### config.mk
export PLATFORM = sky130hd
export DESIGN_NAME = phase_acc_ctrl
export DESIGN_NICKNAME = d
export VERILOG_FILES = /design/src/rtl/phase_acc_ctrl_pkg.sv /design/src/rtl/phase_acc_ctrl_core.sv /design/src/rtl/phase_acc_ctrl.sv
export SDC_FILE = /design/constraint.sdc
export NUM_CORES = 1
export LEC_CHECK = 0
export ABC_CLOCK_PERIOD_IN_PS = 2990
export CORE_AREA = 2 2 96 98
export DETAILED_ROUTE_END_ITERATION = 7
export DIE_AREA = 0 0 98 100
export GPL_TIMING_DRIVEN = 1
export MAX_ROUTING_LAYER = met4
export PLACE_DENSITY_LB_ADDON = 0.3
export SYNTH_ARGS = -nofsm -noshare
export SYNTH_HDL_FRONTEND = slang
export SYNTH_SLANG_ARGS = --single-unit
### constraint.sdc
create_clock -name clk_i -period 2.99 [get_ports clk_i]
set_input_delay 0.299 -clock clk_i [delete_from_list [all_inputs] [get_ports clk_i]]
set_output_delay 0.299 -clock clk_i [all_outputs]
set_load 0.02 [all_outputs]
### src/rtl/phase_acc_ctrl_pkg.sv
// phase_acc_ctrl_pkg: register map, CTRL bit positions and FSM encoding for phase_acc_ctrl
package phase_acc_ctrl_pkg;
  localparam logic [1:0] A_CTRL  = 2'd0;
  localparam logic [1:0] A_PHLO  = 2'd1;
  localparam logic [1:0] A_PHHI  = 2'd2;
  localparam logic [1:0] A_COUNT = 2'd3;
  localparam int B_EN      = 0;
  localparam int B_ONESHOT = 1;
  localparam int B_IRQ_EN  = 2;
  localparam int B_RUN     = 8;
  localparam int B_PEND    = 9;
  localparam int B_IRQF    = 10;
  typedef enum logic [1:0] {
    S_IDLE = 2'd0,
    S_RUN  = 2'd1,
    S_STOP = 2'd2
  } state_t;
endpackage

### src/rtl/phase_acc_ctrl_core.sv
// pacc_core: RES-bit phase accumulator with enable, synchronous clear and carry-out wrap flag
module pacc_core #(
  parameter int unsigned RES = 20
) (
  input  logic           clk_i,
  input  logic           rst_i,
  input  logic           en_i,
  input  logic           clr_i,
  input  logic [RES-1:0] phase_i,
  output logic           msb_o,
  output logic           wrap_o
);
  logic [RES-1:0] acc_q, acc_d;
  logic [RES:0]   sum;
  // Next accumulator value; the extra sum bit is the wrap carry
  always_comb begin
    sum   = {1'b0, acc_q} + {1'b0, phase_i};
    acc_d = clr_i ? '0 : en_i ? sum[RES-1:0] : acc_q;
  end
  // Accumulator register
  always_ff @(posedge clk_i) acc_q <= rst_i ? '0 : acc_d;
  assign msb_o  = acc_q[RES-1];
  assign wrap_o = en_i & sum[RES];
endmodule

### src/rtl/phase_acc_ctrl.sv
// phase_acc_ctrl: Wishbone-programmed sequencer for a phase-accumulator clock; interrupt logic only when PACC_IRQ_EN is defined
module phase_acc_ctrl
  import phase_acc_ctrl_pkg::*;
#(
  parameter int unsigned RES       = 20,
  parameter int unsigned PHASE_RST = 1,
  parameter int unsigned CNT_W     = 16
) (
  input  logic        clk_i,
  input  logic        rst_i,
  input  logic [1:0]  wb_adr_i,
  input  logic [15:0] wb_dat_i,
  output logic [15:0] wb_dat_o,
  input  logic [1:0]  wb_sel_i,
  input  logic        wb_we_i,
  input  logic        wb_stb_i,
  input  logic        wb_cyc_i,
  output logic        wb_ack_o,
  output logic        clk_o,
  output logic        tick_o,
  output logic        irq_o
);
  state_t           state_q, state_d;
  logic             en_q, en_d, os_q, os_d, pend_q, pend_d, ack_q, ack_d, tick_q, tick_d;
  logic [RES-1:0]   phase_shd_q, phase_shd_d, phase_act_q, phase_act_d;
  logic [CNT_W-1:0] cnt_q, cnt_d, cnt_n;
  logic             wr, wr_c0, wr_lo, wr_hi, wr_cnt, en_w, wrap, clr, dec, done, apply, start_ok;
  logic [15:0]      ctrl_rd, phhi_rd, cnt_rd, rd;
`ifdef PACC_IRQ_EN
  logic             irq_en_q, irq_en_d, irqf_q, irqf_d, irq_q;
`endif

  pacc_core #(.RES(RES)) u_core (
    .clk_i  (clk_i),
    .rst_i  (rst_i),
    .en_i   (state_q != S_IDLE),
    .clr_i  (clr),
    .phase_i(phase_act_q),
    .msb_o  (clk_o),
    .wrap_o (wrap)
  );

  // Register read view, presented only during the ack cycle
  always_comb begin
    ctrl_rd            = '0;
    ctrl_rd[B_EN]      = en_q;
    ctrl_rd[B_ONESHOT] = os_q;
    ctrl_rd[B_RUN]     = state_q != S_IDLE;
    ctrl_rd[B_PEND]    = pend_q;
`ifdef PACC_IRQ_EN
    ctrl_rd[B_IRQ_EN]  = irq_en_q;
    ctrl_rd[B_IRQF]    = irqf_q;
`else
    ctrl_rd[B_IRQ_EN]  = 1'b0;
    ctrl_rd[B_IRQF]    = 1'b0;
`endif
    phhi_rd            = '0;
    phhi_rd[RES-17:0]  = phase_shd_q[RES-1:16];
    cnt_rd             = '0;
    cnt_rd[CNT_W-1:0]  = cnt_q;
    rd = wb_adr_i == A_CTRL ? ctrl_rd : wb_adr_i == A_PHLO ? phase_shd_q[15:0] : wb_adr_i == A_PHHI ? phhi_rd : cnt_rd;
  end
  assign wb_dat_o = ack_q ? rd : '0;
  assign wb_ack_o = ack_q;
  assign tick_o   = tick_q;

  // Bus decode, shadow/pending commit, one-shot counter and run/stop sequencing
  always_comb begin
    ack_d  = wb_stb_i & wb_cyc_i & ~ack_q;
    wr     = ack_q & wb_stb_i & wb_cyc_i & wb_we_i;
    wr_c0  = wr & (wb_adr_i == A_CTRL) & wb_sel_i[0];
    wr_lo  = wr & (wb_adr_i == A_PHLO);
    wr_hi  = wr & (wb_adr_i == A_PHHI);
    wr_cnt = wr & (wb_adr_i == A_COUNT);
    en_w   = wr_c0 ? wb_dat_i[B_EN] : en_q;
    os_d   = wr_c0 ? wb_dat_i[B_ONESHOT] : os_q;
    phase_shd_d = phase_shd_q;
    for (int i = 0; i < RES; i++)
      if ((i < 16 ? wr_lo : wr_hi) && wb_sel_i[i[3]]) phase_shd_d[i] = wb_dat_i[i[3:0]];
    cnt_n = cnt_q;
    for (int i = 0; i < CNT_W; i++)
      if (wr_cnt && wb_sel_i[i[3]]) cnt_n[i] = wb_dat_i[i[3:0]];
    apply       = pend_q & ((state_q == S_IDLE) | wrap);
    phase_act_d = apply ? phase_shd_q : phase_act_q;
    pend_d      = wr_hi | (pend_q & ~apply);
    dec         = wrap & os_q & (cnt_q != '0) & ~wr_cnt;
    done        = dec & (cnt_q == CNT_W'(1));
    cnt_d       = wr_cnt ? cnt_n : dec ? cnt_q - CNT_W'(1) : cnt_q;
    clr         = done | (wrap & ~en_w);
    start_ok    = ~(os_q & (cnt_q == '0));
    state_d     = state_q == S_IDLE ? ((en_q & start_ok) ? S_RUN : S_IDLE) : clr ? S_IDLE : en_w ? S_RUN : S_STOP;
    en_d        = (done | ((state_q == S_IDLE) & en_q & ~start_ok)) ? 1'b0 : en_w;
    tick_d      = wrap;
`ifdef PACC_IRQ_EN
    irq_en_d    = wr_c0 ? wb_dat_i[B_IRQ_EN] : irq_en_q;
    irqf_d      = done | (irqf_q & ~(wr & (wb_adr_i == A_CTRL) & wb_sel_i[1] & wb_dat_i[B_IRQF]));
`endif
  end

  // State registers
  always_ff @(posedge clk_i)
    if (rst_i) begin
      state_q     <= S_IDLE;
      en_q        <= 1'b0;
      os_q        <= 1'b0;
      pend_q      <= 1'b0;
      ack_q       <= 1'b0;
      tick_q      <= 1'b0;
      cnt_q       <= '0;
      phase_shd_q <= RES'(PHASE_RST);
      phase_act_q <= RES'(PHASE_RST);
`ifdef PACC_IRQ_EN
      irq_en_q    <= 1'b0;
      irqf_q      <= 1'b0;
      irq_q       <= 1'b0;
`endif
    end else begin
      state_q     <= state_d;
      en_q        <= en_d;
      os_q        <= os_d;
      pend_q      <= pend_d;
      ack_q       <= ack_d;
      tick_q      <= tick_d;
      cnt_q       <= cnt_d;
      phase_shd_q <= phase_shd_d;
      phase_act_q <= phase_act_d;
`ifdef PACC_IRQ_EN
      irq_en_q    <= irq_en_d;
      irqf_q      <= irqf_d;
      irq_q       <= irqf_q & irq_en_q;
`endif
    end

`ifdef PACC_IRQ_EN
  assign irq_o = irq_q;
`else
  assign irq_o = 1'b0;
`endif
endmodule
== Yosys cells after proc, flatten, opt, wreduce, memory -nomap -nowiden ==
Index checks and enable logic that the tools add are counted.
Operators by class
  $add $sub $neg: 2
  eq/ne operators: 6
  mux-type cells: 27
  bitwise logic cells: 31
  reductions and logical operators: 15
Operator list (number)
  $mux 16: 6
  $and 1x1->1: 22
  $add 20x20->21: 1
  $mux 1: 18
  $eq 16x1->1 const B: 1
  $logic_not 16->1: 1
  $reduce_bool 16->1: 1
  $sub 16x1->16 const B: 1
  $mux 2: 3
  $logic_and 1x1->1: 5
  $not 1->1: 5
  $eq 2x2->1 const B: 2
  $logic_not 2->1: 2
  $ne 2x1->1 const B: 2
  $or 1x1->1: 4
  $reduce_and 2->1: 2
  $reduce_bool 2->1: 2
  $reduce_or 2->1: 2
  $eq 2x1->1 const B: 1
Storage, ports and cells
  bits in registers: 83
  bits of input ports: 25
  output and inout port bits: 20
  logic and storage cells: 94

== Logic depth before layout (Yosys ltp) ==
  depth after elaboration: 11
  depth in mapped cells: 11
  mapped depth without buffers: 10

== Hierarchy ==
A second synthesis with hierarchy kept.
Second synthesis, totals
  cells, all modules: 594
  area, all modules: 4934.7 um^2
By module, submodules not included
  phase_acc_ctrl: times used 1, cells each 387, area each 3255.6 um^2, sequential area each 1261.2 um^2
  pacc_core: times used 1, cells each 207, area each 1679.1 um^2, sequential area each 400.4 um^2

== Worst setup path after synthesis ==
OpenSTA, ideal clock, no wires.
  kind: register to register
  start: register phase_act_q[0]
  end: register phase_act_q[10]
  setup time: 128 ps
  arrival time: 2387 ps
  data required time: 2862 ps
  setup slack: 476 ps
  stages on the path, launching flop included: 12
  path buffers: 1
  period minus slack after synthesis: 2514 ps
  path through: dfxtp_1 > ha_1 > fa_1 > a21oi_1 > nor2_1 > nor4_1 > or3_1 > nand2_1 > o21ai_1 > buf_2 > mux2i_1 > nor2_1
On the way
  cells in the longest elaborated chain, start to end: 4
RTL lines
  from (decl): RTL line phase_acc_ctrl.sv:25  | logic [RES-1:0] phase_shd_q, phase_shd_d, phase_act_q, phase_act_d;
  from (signal assigned): RTL line phase_acc_ctrl.sv:111  | phase_act_q <= RES'(PHASE_RST);
  from (signal assigned): RTL line phase_acc_ctrl.sv:126  | phase_act_q <= phase_act_d;
  $add 20x20->21: RTL line phase_acc_ctrl_core.sv:17  | sum = {1'b0, acc_q} + {1'b0, phase_i};
  $and 1x1->1: RTL line phase_acc_ctrl_core.sv:23  | assign wrap_o = en_i & sum[RES];
  $or 1x1->1: RTL line phase_acc_ctrl.sv:83  | apply = pend_q & ((state_q == S_IDLE) | wrap);
  $and 1x1->1: RTL line phase_acc_ctrl.sv:83
No other way between the ends.
A chain may end at the register's enable or synchronous reset.

== Worst setup path in the final report ==
  start: register phase_act_q[7]
  end: register cnt_q[15]
On the way
  cells in the longest elaborated chain, start to end: 7
RTL lines
  $add 20x20->21: RTL line phase_acc_ctrl_core.sv:17
  $and 1x1->1: RTL line phase_acc_ctrl_core.sv:23
  $and 1x1->1 (3 in a row): RTL line phase_acc_ctrl.sv:86  | dec = wrap & os_q & (cnt_q != '0) & ~wr_cnt;
  $reduce_bool 2->1 (no source line)
  $reduce_and 2->1 (no source line)
  to (signal assigned): RTL line phase_acc_ctrl.sv:124  | cnt_q <= cnt_d;
  to (decl): RTL line phase_acc_ctrl.sv:26  | logic [CNT_W-1:0] cnt_q, cnt_d, cnt_n;
No other way between the ends.

==> impl_metrics.tcl <==
set metrics [dict create \
    antenna_found_initial 0 \
    fin_worst_hold_slack_ns 0.451 \
    r2r_slack_ns 0.19 \
    status "complete, no violations" \
    path_cells "ha_1 -> nor3_1 -> nor3b_1 -> o32ai_1 -> or3_1 -> a21o_1 -> o21ai_2 -> a21oi_1 -> a211oi_1" \
    drcViolationCount 0 \
    fmaxAchievable_mhz 357 \
    synth_area_leader_cell "dfxtp_1" \
    vias_per_cell 5.92 \
    critPathCapture "cnt_q[15]$_SDFFE_PP0P_" \
    seq_area_frac_synth_pct 35.3 \
    rows 35 \
    fp.dieW_um 98 \
    grt_pass1_vias 3899 \
    fin_ws_ns 0.187 \
    numCtsBuffers 9 \
    cp.required_ns 3.25 \
    hpwl_um 8610 \
    peakVddDrop_mv 0.281 \
    slowest_stage "or3_1" \
    num_vias 4312 \
    worst_pin_slew_ns 0.624 \
    r2r_end "cnt_q[15]$_SDFFE_PP0P_" \
    wirelength_um 11700 \
    yosys_most_used_dff "dfxtp_1" \
    clk_latency_ns 0.35 \
    hp-start "rst_i" \
    coreArea_um2 8890 \
    fp.dieH_um 100 \
    grt_pass1_wl_um 18900 \
    syn_inst 578 \
    final_max_slew_viol_count 0 \
    power.total_mw 2.03 \
    tritoncts "built" \
    drtAntennaViolNets 0 \
    nFillCells 785 \
    dpl_cell_area_um2 5270 \
    crit_start "phase_act_q[7]$_SDFFE_PP0P_" \
    clock_path_buffers 2 \
    n_antenna_cell 0 \
    end_kind "register" \
    r2r_start "phase_act_q[7]$_SDFFE_PP0P_" \
    setup_viol 0 \
    rsz0062_at_grt "no" \
    p_comb_share_pct 5.2 \
    gp_routability_congestion 0.918 \
    start_kind "register" \
    layout_min_cycle_time_ns 2.80 \
    avgSynthCellArea_um2 8.15 \
    final_nets 662 \
    p_int_mw 1.56 \
    drtPass1Iterations 4 \
    p_sw_uw 473 \
    die_area_um2 9800 \
    syn_area_um2 4710 \
    cts_setup_buffers 0 \
    ys_seq_elements 83 \
    synth_edf_count 0 \
    max_cap_viol_count 0 \
    drt_iter0_drc 197 \
    io-pin-count 45 \
    p_leak_nw 2.30 \
    worstSetupPathType "register to register" \
    gr-total-overflow 0 \
    clkPwrFrac_pct 40.2 \
    grt_max_degree 37 \
    yosysWarnings 0 \
    root_buffer "clkbuf_8" \
    min_path_type "input port to register" \
    cp_num_buf_inv 0 \
    crit_fanout 11 \
    fin_crit_sh_pct 93.8 \
    slowest_delay_ns 0.40 \
    reg2regPathDepth 9 \
    hold_viol 0 \
    fin_area_um2 5470 \
    synthDistinctLibCells 59 \
    ys_async_sr_fraction_pct 0 \
    skew_ns 0.00944 \
    synth_top_area_share_pct 35.3 \
    yosys-top-cells-area "dfxtp_1 (35%), mux2i_1 (10%), nor2_1 (8.4%)" \
    powerDensity_nw_per_um2 371 \
    grt.total_usage_pct 24.3 \
    clk_pin_slew_ns 0.09 \
    initial_core_util_pct 53.0 \
    h-tree-depth 3 \
    worstPathArrival_ns 3.06 \
    slew_headroom_pct 57.8 \
    cts_sinks 83 \
    synth_fp_nets 626 \
    drive_above_1_share_pct 7.94 \
    fin_tns_setup_ns 0 \
    portBuffers 43 \
    path_delay_family "compound AO/OA/AOI/OAI gates" \
    cp.depth 9 \
    routedWlPerCell_um 16.1 \
    sequentialPowerShare_pct 54.5 \
    areaGrowthSynthToFinish_pct 16.0 \
    p_sw_share_pct 23.3 \
    post-place-ws_ns 0.107 \
]
==> timing repair <==
item | 4_1_cts | 5_1_grt
resized for setup | 0 | 2
hold buffers | 0 | 0
endpoints found under the setup margin | 0 | 20
==> cell usage after synthesis, types with 3 or more instances <==
cell and n:
nor4b_1 3, nor3_1 9, ha_1 22, nand2_1 48, a22oi_1 4, nand2b_1 6
o21ai_1 14, o31ai_1 4, a21oi_1 48, o21ai_0 19, xnor2_1 10, or3_1 4
xor2_1 4, nor2b_1 7, clkbuf_1 19, a211oi_1 9, a31oi_1 4, nand3_1 14
mux2i_1 49, or2_2 6, nor4_1 6, o21a_1 3, nand3b_1 3, nor2_1 106
buf_2 7, a211o_1 5, a22o_1 3, nor3b_1 3, o22ai_1 3, buf_1 3
a21o_1 3, inv_1 10, and2_1 5, dfxtp_1 83
==> how the worst min path moves through the flow <==
stage	end	slack [ns]	cells past startpoint
4_1_cts	phase_shd_q[9]$_SDFFE_PP0P_	0.44	2
5_1_grt	phase_shd_q[10]$_SDFFE_PP0P_	0.46	2
2_1_floorplan	u_core.acc_q[0]$_SDFFE_PP0N_	0.44	2
3_3_place_gp	u_core.acc_q[8]$_SDFFE_PP0N_	0.44	2
6_report	phase_act_q[10]$_SDFFE_PP0P_	0.45	2
3_5_place_dp	u_core.acc_q[16]$_SDFFE_PP0N_	0.46	2
==> power by group through the flow <==
stage	Combinational [mW]	Clock [mW]	Sequential, mW
floorplan	0.0472	0	1.13
global placement	0.104	0	1.13
detailed placement	0.105	0	1.13
CTS	0.105	0.823	1.11
global route	0.113	0.865	1.11
finish	0.106	0.816	1.11
==> placed cells by master (no fill, tap or decap), types with 7 or more instances in the layout <==
cell type        netlist  final
ha_1                  22     22
nor2b_1                7      7
inv_1                 10     10
o21ai_1               14     12
a211oi_1               9      9
clkdlybuf4s50_1        0     42
buf_4                  1     11
dfxtp_1               83     83
nand2_1               48     48
o21ai_0               19     19
clkbuf_8               0     10
mux2i_1               49     49
a21oi_1               48     48
xnor2_1               10     10
nand3_1               14     14
nor3_1                 9      9
nor2_1               106    105
==> cells by family after synthesis <==
family	after synthesis	share of synthesized area, %
buf+inv	41	3.69
xor+xnor	14	2.60
other cells	1	0.0796
flops	83	35.3
simple gates	229	22.5
mux	53	11.8
compound gates	134	17.7
fa+ha+maj	23	6.27
==> through the flow <==
step,utilization (%),cells
finish,61.5,728
global route,61.5,728
CTS,61.4,728
detailed placement,59.2,714
global placement,59.2,714
floorplan,-,578
==> area by class of cell <==
class	count	area [µm²]	share of cell area, %
clock inverters	4	51.3	0.939
well taps	111	139	2.54
clock buffers	10	138	2.52
inverters	10	37.5	0.687
multi-input cells	454	2890	52.9
repair buffers	56	548	10.0
flip-flops and latches	83	1660	30.4
==> per-layer routing <==
metal  GRT usage, %  routed length (µm)  up-vias
met5              -                   0        -
met4           8.23                 320        0
met3           3.13                 621       28
met2           39.3                5470      147
met1           31.7                5300     2025
li1               -                   -     2112
==> registers in the layout, summed over array words and instances, names as in the netlist <==
name / flops
pend_q: 1
phase_shd_q: 20
tick_o: 1
en_q: 1
wb_ack_o: 1
os_q: 1
state_q: 2
phase_act_q: 20
cnt_q: 16
u_core.acc_q: 20
==> worst reg2reg max path: cells and delay by family (launching register included) <==
family	cells	cell delay (ns)
AOI/OAI and AO/OA	5	1.24
adders and majority gates	1	0.37
and+or+nand+nor	3	0.78
DFF	1	0.33
No activity file was read; power rests on OpenSTA's default activity.
